$ cat src/rtl/pipe_comparator.sv
// pipe_comparator: two-stage pipelined magnitude comparator with valid/ready
// handshaking on both sides and per-transaction signed/unsigned mode.
//
//   Stage 1 splits the operands into SEG_WIDTH-bit segments and registers a
//   per-segment greater/equal pair. Stage 2 merges the segments MSB-first and
//   registers the one-hot result flags together with outValid.
//
// Parameters:
//   WIDTH       operand width (>= 2)
//   SEG_WIDTH   stage-1 segment width (WIDTH must be a multiple of it)
//   COUNT_WIDTH width of the optional result counters
//
// Ports:
//   clk, reset              rising-edge clock, async active-high reset
//   inValid / inReady       input handshake for (a, b, signedMode)
//   a, b                    operands
//   signedMode              1 = two's-complement compare, 0 = unsigned
//   outValid / outReady     output handshake
//   aGreaterB/aEqualB/aLessB one-hot result flags, qualified by outValid
//   statClear               synchronous clear of the result counters
//   cntGreater/Equal/Less   saturating result counters
//
// Optional feature: define PIPE_COMPARATOR_STATS_EN to build the result
// counters. Without it the counter outputs are tied to zero and statClear
// is ignored.

module pipe_comparator #(
    parameter int WIDTH       = 8,
    parameter int SEG_WIDTH   = 4,
    parameter int COUNT_WIDTH = 16
) (
    input  logic                   clk,
    input  logic                   reset,
    input  logic                   inValid,
    output logic                   inReady,
    input  logic [WIDTH-1:0]       a,
    input  logic [WIDTH-1:0]       b,
    input  logic                   signedMode,
    output logic                   outValid,
    input  logic                   outReady,
    output logic                   aGreaterB,
    output logic                   aEqualB,
    output logic                   aLessB,
    input  logic                   statClear,
    output logic [COUNT_WIDTH-1:0] cntGreater,
    output logic [COUNT_WIDTH-1:0] cntEqual,
    output logic [COUNT_WIDTH-1:0] cntLess
);

    localparam int unsigned NSEG = WIDTH / SEG_WIDTH;

    if (WIDTH < 2) begin : g_bad_width
        $error("pipe_comparator: WIDTH must be at least 2");
    end
    if ((WIDTH % SEG_WIDTH) != 0) begin : g_bad_seg
        $error("pipe_comparator: WIDTH must be a multiple of SEG_WIDTH");
    end

    // ------------------------------------------------------------------
    // Flow control
    // ------------------------------------------------------------------
    logic advance1;
    logic advance2;
    logic s1_valid;

    assign advance2 = !outValid || outReady;
    assign advance1 = !s1_valid || advance2;
    assign inReady  = advance1;

    // ------------------------------------------------------------------
    // Stage 1: per-segment compare
    // ------------------------------------------------------------------
    logic [NSEG-1:0]      seg_gt;
    logic [NSEG-1:0]      seg_eq;
    logic                 seg_gt_msb_signed;
    logic [SEG_WIDTH-1:0] sign_mask;

    always_comb begin
        seg_gt    = '0;
        seg_eq    = '0;
        sign_mask = '0;
        sign_mask[SEG_WIDTH-1] = 1'b1;
        for (int unsigned i = 0; i < NSEG; i++) begin
            seg_gt[i] = a[i*SEG_WIDTH +: SEG_WIDTH] > b[i*SEG_WIDTH +: SEG_WIDTH];
            seg_eq[i] = a[i*SEG_WIDTH +: SEG_WIDTH] == b[i*SEG_WIDTH +: SEG_WIDTH];
        end
        // Inverting the sign bits turns the unsigned MSB-segment compare
        // into a two's-complement one.
        seg_gt_msb_signed = (a[WIDTH-1 -: SEG_WIDTH] ^ sign_mask) >
                            (b[WIDTH-1 -: SEG_WIDTH] ^ sign_mask);
    end

    logic [NSEG-1:0] s1_gt;
    logic [NSEG-1:0] s1_eq;
    logic            s1_gt_msb_signed;
    logic            s1_signed;

    // The MSB segment keeps both its unsigned and signed greater bit; the
    // registered mode selects between them in stage 2.
    always_ff @(posedge clk or posedge reset) begin
        if (reset) begin
            s1_valid         <= 1'b0;
            s1_gt            <= '0;
            s1_eq            <= '0;
            s1_gt_msb_signed <= 1'b0;
            s1_signed        <= 1'b0;
        end else if (advance1) begin
            s1_valid <= inValid;
            if (inValid) begin
                s1_gt            <= seg_gt;
                s1_eq            <= seg_eq;
                s1_gt_msb_signed <= seg_gt_msb_signed;
                s1_signed        <= signedMode;
            end
        end
    end

    // ------------------------------------------------------------------
    // Stage 2: MSB-first priority merge
    // ------------------------------------------------------------------
    logic merged_gt;
    logic merged_eq;

    // Walking upward lets the highest unequal segment overwrite lower ones.
    always_comb begin
        merged_gt = 1'b0;
        merged_eq = &s1_eq;
        for (int unsigned i = 0; i < NSEG; i++) begin
            if (!s1_eq[i]) begin
                if (i == NSEG - 1 && s1_signed) begin
                    merged_gt = s1_gt_msb_signed;
                end else begin
                    merged_gt = s1_gt[i];
                end
            end
        end
    end

    always_ff @(posedge clk or posedge reset) begin
        if (reset) begin
            outValid  <= 1'b0;
            aGreaterB <= 1'b0;
            aEqualB   <= 1'b0;
            aLessB    <= 1'b0;
        end else if (advance2) begin
            outValid <= s1_valid;
            // Flags only change when a new result lands; otherwise they
            // keep their last value.
            if (s1_valid) begin
                aGreaterB <= merged_gt;
                aEqualB   <= merged_eq;
                aLessB    <= !merged_gt && !merged_eq;
            end
        end
    end

    // ------------------------------------------------------------------
    // Optional result counters
    // ------------------------------------------------------------------
`ifdef PIPE_COMPARATOR_STATS_EN
    logic out_xfer;
    assign out_xfer = outValid && outReady;

    always_ff @(posedge clk or posedge reset) begin
        if (reset) begin
            cntGreater <= '0;
            cntEqual   <= '0;
            cntLess    <= '0;
        end else if (statClear) begin
            cntGreater <= '0;
            cntEqual   <= '0;
            cntLess    <= '0;
        end else if (out_xfer) begin
            if (aGreaterB && cntGreater != '1) cntGreater <= cntGreater + 1'b1;
            if (aEqualB   && cntEqual   != '1) cntEqual   <= cntEqual + 1'b1;
            if (aLessB    && cntLess    != '1) cntLess    <= cntLess + 1'b1;
        end
    end
`else
    logic unused_stat_clear;
    assign unused_stat_clear = statClear;
    assign cntGreater = '0;
    assign cntEqual   = '0;
    assign cntLess    = '0;
`endif

endmodule

$ cat config.mk
export PLATFORM = sky130hd
export DESIGN_NAME = pipe_comparator
export DESIGN_NICKNAME = d
export VERILOG_FILES = /design/src/rtl/pipe_comparator.sv
export SDC_FILE = /design/constraint.sdc
export NUM_CORES = 1
export LEC_CHECK = 0
export CAP_MARGIN = 30
export CORE_ASPECT_RATIO = 0.9
export CORE_MARGIN = 5
export CORE_UTILIZATION = 31
export CTS_CLUSTER_DIAMETER = 40
export DETAILED_ROUTE_END_ITERATION = 7
export GPL_TIMING_DRIVEN = 0
export HOLD_SLACK_MARGIN = 0.02
export PLACE_DENSITY = 0.76
export SLEW_MARGIN = 20
export SYNTH_ARGS = -nofsm -noshare
export SYNTH_HDL_FRONTEND = slang
export SYNTH_SLANG_ARGS = --single-unit
$ cat constraint.sdc
create_clock -name clk -period 1.04 [get_ports clk]
set_input_delay 0.208 -clock clk [delete_from_list [all_inputs] [get_ports clk]]
set_output_delay 0.208 -clock clk [all_outputs]
set_load 0.05 [all_outputs]
==> flow_summary.json <==
{
  "synthFlopType": "dfrtp_1",
  "area_growth_pct": 59.8,
  "max_stage_delay_ps": 420,
  "cp.required_ps": 830,
  "fin_ws_ps": -99.1,
  "cts_buffers": 3,
  "grt-ovfl-total": 0,
  "vias_per_cell": 3.45,
  "fin_crit_ps": 1140,
  "hp-class": "in -> async",
  "fmax_mhz": 878,
  "finalMaxSlewViolations": 0,
  "clock_latency_ps": 230,
  "synth.distinct_cells": 20,
  "nNetsFinal": 233,
  "start_util": 0.315,
  "ios": 75,
  "cp_data_arrival_time_ps": 930,
  "skew_ps": 1.80,
  "syn_area_um2": 1040,
  "antenna_found_initial": 0,
  "gp_congestion": 0.664,
  "setup_violations": 6,
  "grt_pass1_vias": 885,
  "clk_pin_slew_ps": 50,
  "status": "finished, violations left",
  "p_leak_uw": 0.000962,
  "path_buf_inv": 1,
  "yosysMostFrequentCell": "buf_4",
  "die_h_um": 64.9,
  "netlist_instances": 120,
  "post-synth-top-area-fraction": 0.347,
  "cts_tree": "done",
  "coreArea_um2": 3300,
  "grt_max_degree": 12,
  "h-tree-depth": 1,
  "drtPass1Iterations": 4,
  "seq_area_frac_synth": 0.265,
  "reg2reg_slack_ps": -30,
  "grt_pass1_wl_mm": 3.58,
  "finalHoldViolCount": 0,
  "synthArstFlopShare": 1.00,
  "wl_per_cell_um": 8.34,
  "drc": 0,
  "row_count": 20,
  "ys_warn_count": 0,
  "start_kind": "register",
  "cp_slowest_cell": "dfrtp_2",
  "avgSynthCellArea_um2": 8.66,
  "die_x_um": 71.0,
  "place_area_um2": 1530,
  "drive_above_1_share": 0.458,
  "worst_ir_drop_vdd_mv": 0.401,
  "pwr_density_cell_nw_per_um2": 1190,
  "cts_buffer_depth": 2,
  "io_buffers": 25,
  "ff2ff_path_depth": 3,
  "cts_hold_buffers": 0,
  "synth.top_cells.by_count": "buf_4, dfrtp_1, inv_1",
  "crit_family": "flip-flops",
  "synth-seq-cells": 11,
  "synthTopCellsByArea": "buf_4, dfrtp_1, ha_1, inv_1, o21ai_0",
  "drtIter0Drc": 29,
  "end_kind": "output pin",
  "grt.total_usage": 0.0942,
  "cts.sinks": 11,
  "fin_tns_setup_ps": -231,
  "crit_chain": "nand3b_4 -> buf_8",
  "root_buffer": "clkbuf_8",
  "timing.rr.start": "outValid",
  "rsz0062_at_grt": "yes",
  "routed_wl_mm": 2.04,
  "post-route-period-util": 1.10,
  "synth_edf_count": 0,
  "worstSetupPathType": "reg -> out",
  "n_antenna_cell": 0,
  "worstPathMaxFanout": 4,
  "timing.rr.end": "aGreaterB",
  "antenna_left": 0,
  "final_area_um2": 1660,
  "violations": "negative setup slack",
  "synth.largest_area_cell": "buf_4",
  "maxCapViolations": 0,
  "via_count": 846,
  "post-place-ws_ps": -828,
  "dp_hpwl_mm": 1.72,
  "die_area_um2": 4610
}
## cell type report
type | instances | area (µm²)
Sequential cell | 11 | 277
Fill cell | 318 | 1640
Clock buffer | 4 | 45.0
Tap cell | 44 | 55.1
Timing Repair Buffer | 30 | 231
Multi-Input combinational cell | 97 | 652
Inverter | 11 | 41.3
Buffer | 48 | 360
## cells in the final DEF, fill, tap and decap left out, types with 5 or more instances in the layout
| cell type | netlist | final |
|---|---|---|
| ha_4 | 0 | 6 |
| nand2_1 | 9 | 8 |
| inv_1 | 11 | 6 |
| dfrtp_1 | 11 | 10 |
| clkbuf_2 | 0 | 8 |
| buf_4 | 48 | 56 |
| o21ai_0 | 7 | 5 |
| dlygate4sd2_1 | 0 | 9 |
| inv_2 | 0 | 5 |
| conb_1 | 1 | 48 |
## registers in the layout, summed over array words and instances (netlist names)
register          count
aEqualB               1
aGreaterB             1
aLessB                1
outValid              1
s1_eq                 2
s1_gt                 2
s1_gt_msb_signed      1
s1_signed             1
s1_valid              1
## through the flow
step                      total power (µW)  utilization  instances  hold slack (ps)
after floorplan                       1330            -        167             60.4
after global placement                1500        0.462        236              463
after detailed placement              1510        0.462        236              476
after CTS                             1970        0.504        243              276
after global routing                  2090        0.503        245              316
final                                 1980        0.503        245              265
## worst max-delay path by stage
| stage | startpoint | cells after the start | slack, ps | end |
|---|---|---|---|---|
| global route | outValid | 2 | -130 | inReady |
| finish | outValid | 2 | -100 | inReady |
| CTS | outValid | 2 | -100 | inReady |
| detailed placement | outReady | 3 | -830 | inReady |
| global placement | outReady | 3 | -830 | inReady |
| floorplan | outValid | 3 | -330 | s1_signed |
## per-layer routing
layer | global-route usage | part of all wire
met1 | 0.103 | 0.38
met2 | 0.166 | 0.52
met3 | 0.0310 | 0.079
met4 | 0.0399 | 0.017
met5 | 0 | 0
## cells by family after synthesis
group | count (synthesis) | synth area share
multiplexers | 3 | 0.0385
flip-flops | 11 | 0.265
adder cells (fa/ha/maj) | 9 | 0.108
buffers and inverters | 59 | 0.386
other | 1 | 0.00361
AND/OR/NAND/NOR | 24 | 0.132
AO/OA/AOI/OAI | 13 | 0.0662
## power by group
group          total, µW  internal [µW]  switching [µW]
combinational       1030            356             677
sequential           535            493            41.4
clock                415            268             147
## repair_timing
item	in CTS	in global routing
resized for setup	72	13
endpoints found under the setup margin	12	7
hold endpoints to repair	0	0
buffers inserted	3	2
pin swaps	11	6
cloned	0	0
(Power assumes the default switching activity.)
==> patch (same flow settings) <==
Set the parameter `COUNT_WIDTH` to 12 (it was 16).
--- a/src/rtl/pipe_comparator.sv
+++ b/src/rtl/pipe_comparator.sv
@@ -27,7 +27,7 @@
 module pipe_comparator #(
     parameter int WIDTH       = 8,
     parameter int SEG_WIDTH   = 4,
-    parameter int COUNT_WIDTH = 16
+    parameter int COUNT_WIDTH = 12
 ) (
     input  logic                   clk,
     input  logic                   reset,
Interface: changed (resized cntEqual, cntGreater and cntLess); port bits go from 75 to 63. The function was not compared with the original's and may differ.
==> patch against the unedited design <==
  * The run still ends with setup timing left
  * Synthesized cell count fell by 10%
  * Non-clock buffer count shrank 10
  * Sequential cell count unchanged
  * Sequential share of layout area is 0.82 points higher
  * Routed wire length decreased by 6.7%
  * Register-to-register slack worse by 0.06 ns
  * Synthesized area shrank 8.7%
  * Clock power down 30%
  * Power shrank 9.5%
  * Setup slack got worse by 0.024 ns
  * Cell area down 4.3%
  * Critical path depth unchanged
  * Largest cell class unchanged
  * Highest routed layer unchanged
==> patch: results (changes against the unedited design) <==
STA
  • # setup viols final: 6 (unchanged)
  • Fin Setup TNS: -0.402 ns (-0.171 ns)
  • Final worst slack: -0.124 ns (-0.0245 ns)
  • Layout Skew: 0.00141 ns (-0.000392 ns)

Setup path
  • RR Endpoint: s1_signed
  • Max FO, Critical Path: 3 (-1)
  • Max incr delay on CP: around 0.43 ns
  • Critical Path Source: outValid
  • Arr. time, crit path: 0.96 ns (+0.03 ns)
  • Setup slack, reg-to-reg: -0.09 ns (-0.06 ns)
  • Critical path capture point: inReady
  • R2R depth: 4 (+1)

Global routing
  • GRT Overall Usage: 0.0894 (-0.00482)
  • Grt met2 use: 0.158 (-0.00787)
  • GR Util met1: 0.101 (-0.00271)
  • First-pass GRT wire length: 3.02 mm (-16%)
  • Met3 Usage GRT: 0.0180 (-0.0130)

Place
  • Final RePlAce weighted congestion: 0.693 (+4.4%)
  • Placed inst area: 1390 um^2 (-9.0%)
  • Final HPWL DP: 1.58 mm (-8.4%)

Logic synthesis
  • Sequential area share after synthesis: 0.290 (+0.0251)
  • Synth top area cells: dfrtp_1 29%, buf_4 28%, ha_1 12%
  • Post-synth top cells: 36 x buf_4, 11 x dfrtp_1, 11 x inv_1
  • Adder-cell share of the synthesized area: 0.119 (+0.0103)
  • Syn Area/Cell: 8.79 um^2 (+1.5%)
  • Complex-gate fraction of the synthesized area: 0.0725 (+0.00628)
  • Mux contribution to synthesized area: 0.0422 (+0.00365)

Clock tree
  • Number of CTS-inserted buffers: 3 (unchanged)
  • Root buffer cell: clkbuf_4
  • CTS clk-pin slew, worst paths: 0.07 ns (+0.02 ns)

Status
  • Status: finished with violations
  • Violated checks: setup timing

Power and ir drop
  • Peak supply drop: 0.360 mV (-10%)
  • Leak: 0.865 nW (-10%)

Final layout
  • Nets: 211 (-9.4%)
  • Fraction of layout cells with a size suffix above 1: 0.430 (-0.0275)

Route
  • Vias per cell: 3.61 (+4.6%)
  • DRT iter0 DRCs: 36 (+24%)
  • Via count: 798 (-5.7%)
==> patch: cell count changes after synthesis <==
cell   before  now
buf_4      48   36
==> patch: repair_timing <==
action | in CTS | in global routing
gates resized for setup | 76 | 2
setup endpoints to repair | 12 | 11
setup buffers | 6 | 1
pin swaps | 10 | 3
==> patch: worst max-delay path, delay by kind of cell (launching register included) <==
| kind | cells | cell delay (ns) |
|---|---|---|
| DFF | 1 | 0.43 |
| buffers and inverters | 1 | 0.15 |
| and+or+nand+nor | 1 | 0.11 |
==> patch: power breakdown <==
part | switching (W) | internal [W]
sequential | 0.0000445 | 0.000492
clock | 0.000143 | 0.000149
combinational | 0.000582 | 0.000384
total | 0.000769 | 0.00103
==> patch: layer usage <==
| metal | wire (um) | vias to the layer above |
|---|---|---|
| met4 | 34 | 0 |
| met5 | 0 | - |
| met1 | 754 | 348 |
| met3 | 130 | 3 |
| met2 | 987 | 32 |
| li1 | - | 415 |
==> patch: area by class of cell <==
class,instances,area (um^2)
plain buffers,36,270
clock buffers,4,26.3
fillers,291,1410
inverters,11,41.3
multi-input cells,85,621
flip-flops and latches,11,278
well taps,42,52.6
repair buffers,32,302
==> patch: worst min path at each step <==
stage | start | end | slack [ns] | cells past startpoint
finish | reset | aLessB | 0.22 | 2
floorplan | reset | aEqualB | 0.06 | 1
global route | reset | aLessB | 0.25 | 2
global placement | aEqualB | aEqualB | 0.46 | 2
detailed placement | aEqualB | aEqualB | 0.47 | 2
CTS | reset | s1_signed | 0.22 | 2
==> patch: kinds of logic (layout without fill, tap and decap cells) <==
kind of cell / Yosys count / in the layout
compound gates: 13 / 13
buf+inv: 47 / 83
flops: 11 / 11
mux: 3 / 3
fa+ha+maj: 9 / 9
simple gates: 24 / 24
other cells: 1 / 36
==> patch: stage by stage <==
stage	worst slack (ns)	hold WS, ns
5_1_grt	-0.162	0.251
4_1_cts	-0.134	0.222
3_3_place_gp	-0.827	0.464
6_report	-0.124	0.220
3_5_place_dp	-0.828	0.469
2_1_floorplan	-0.329	0.0604
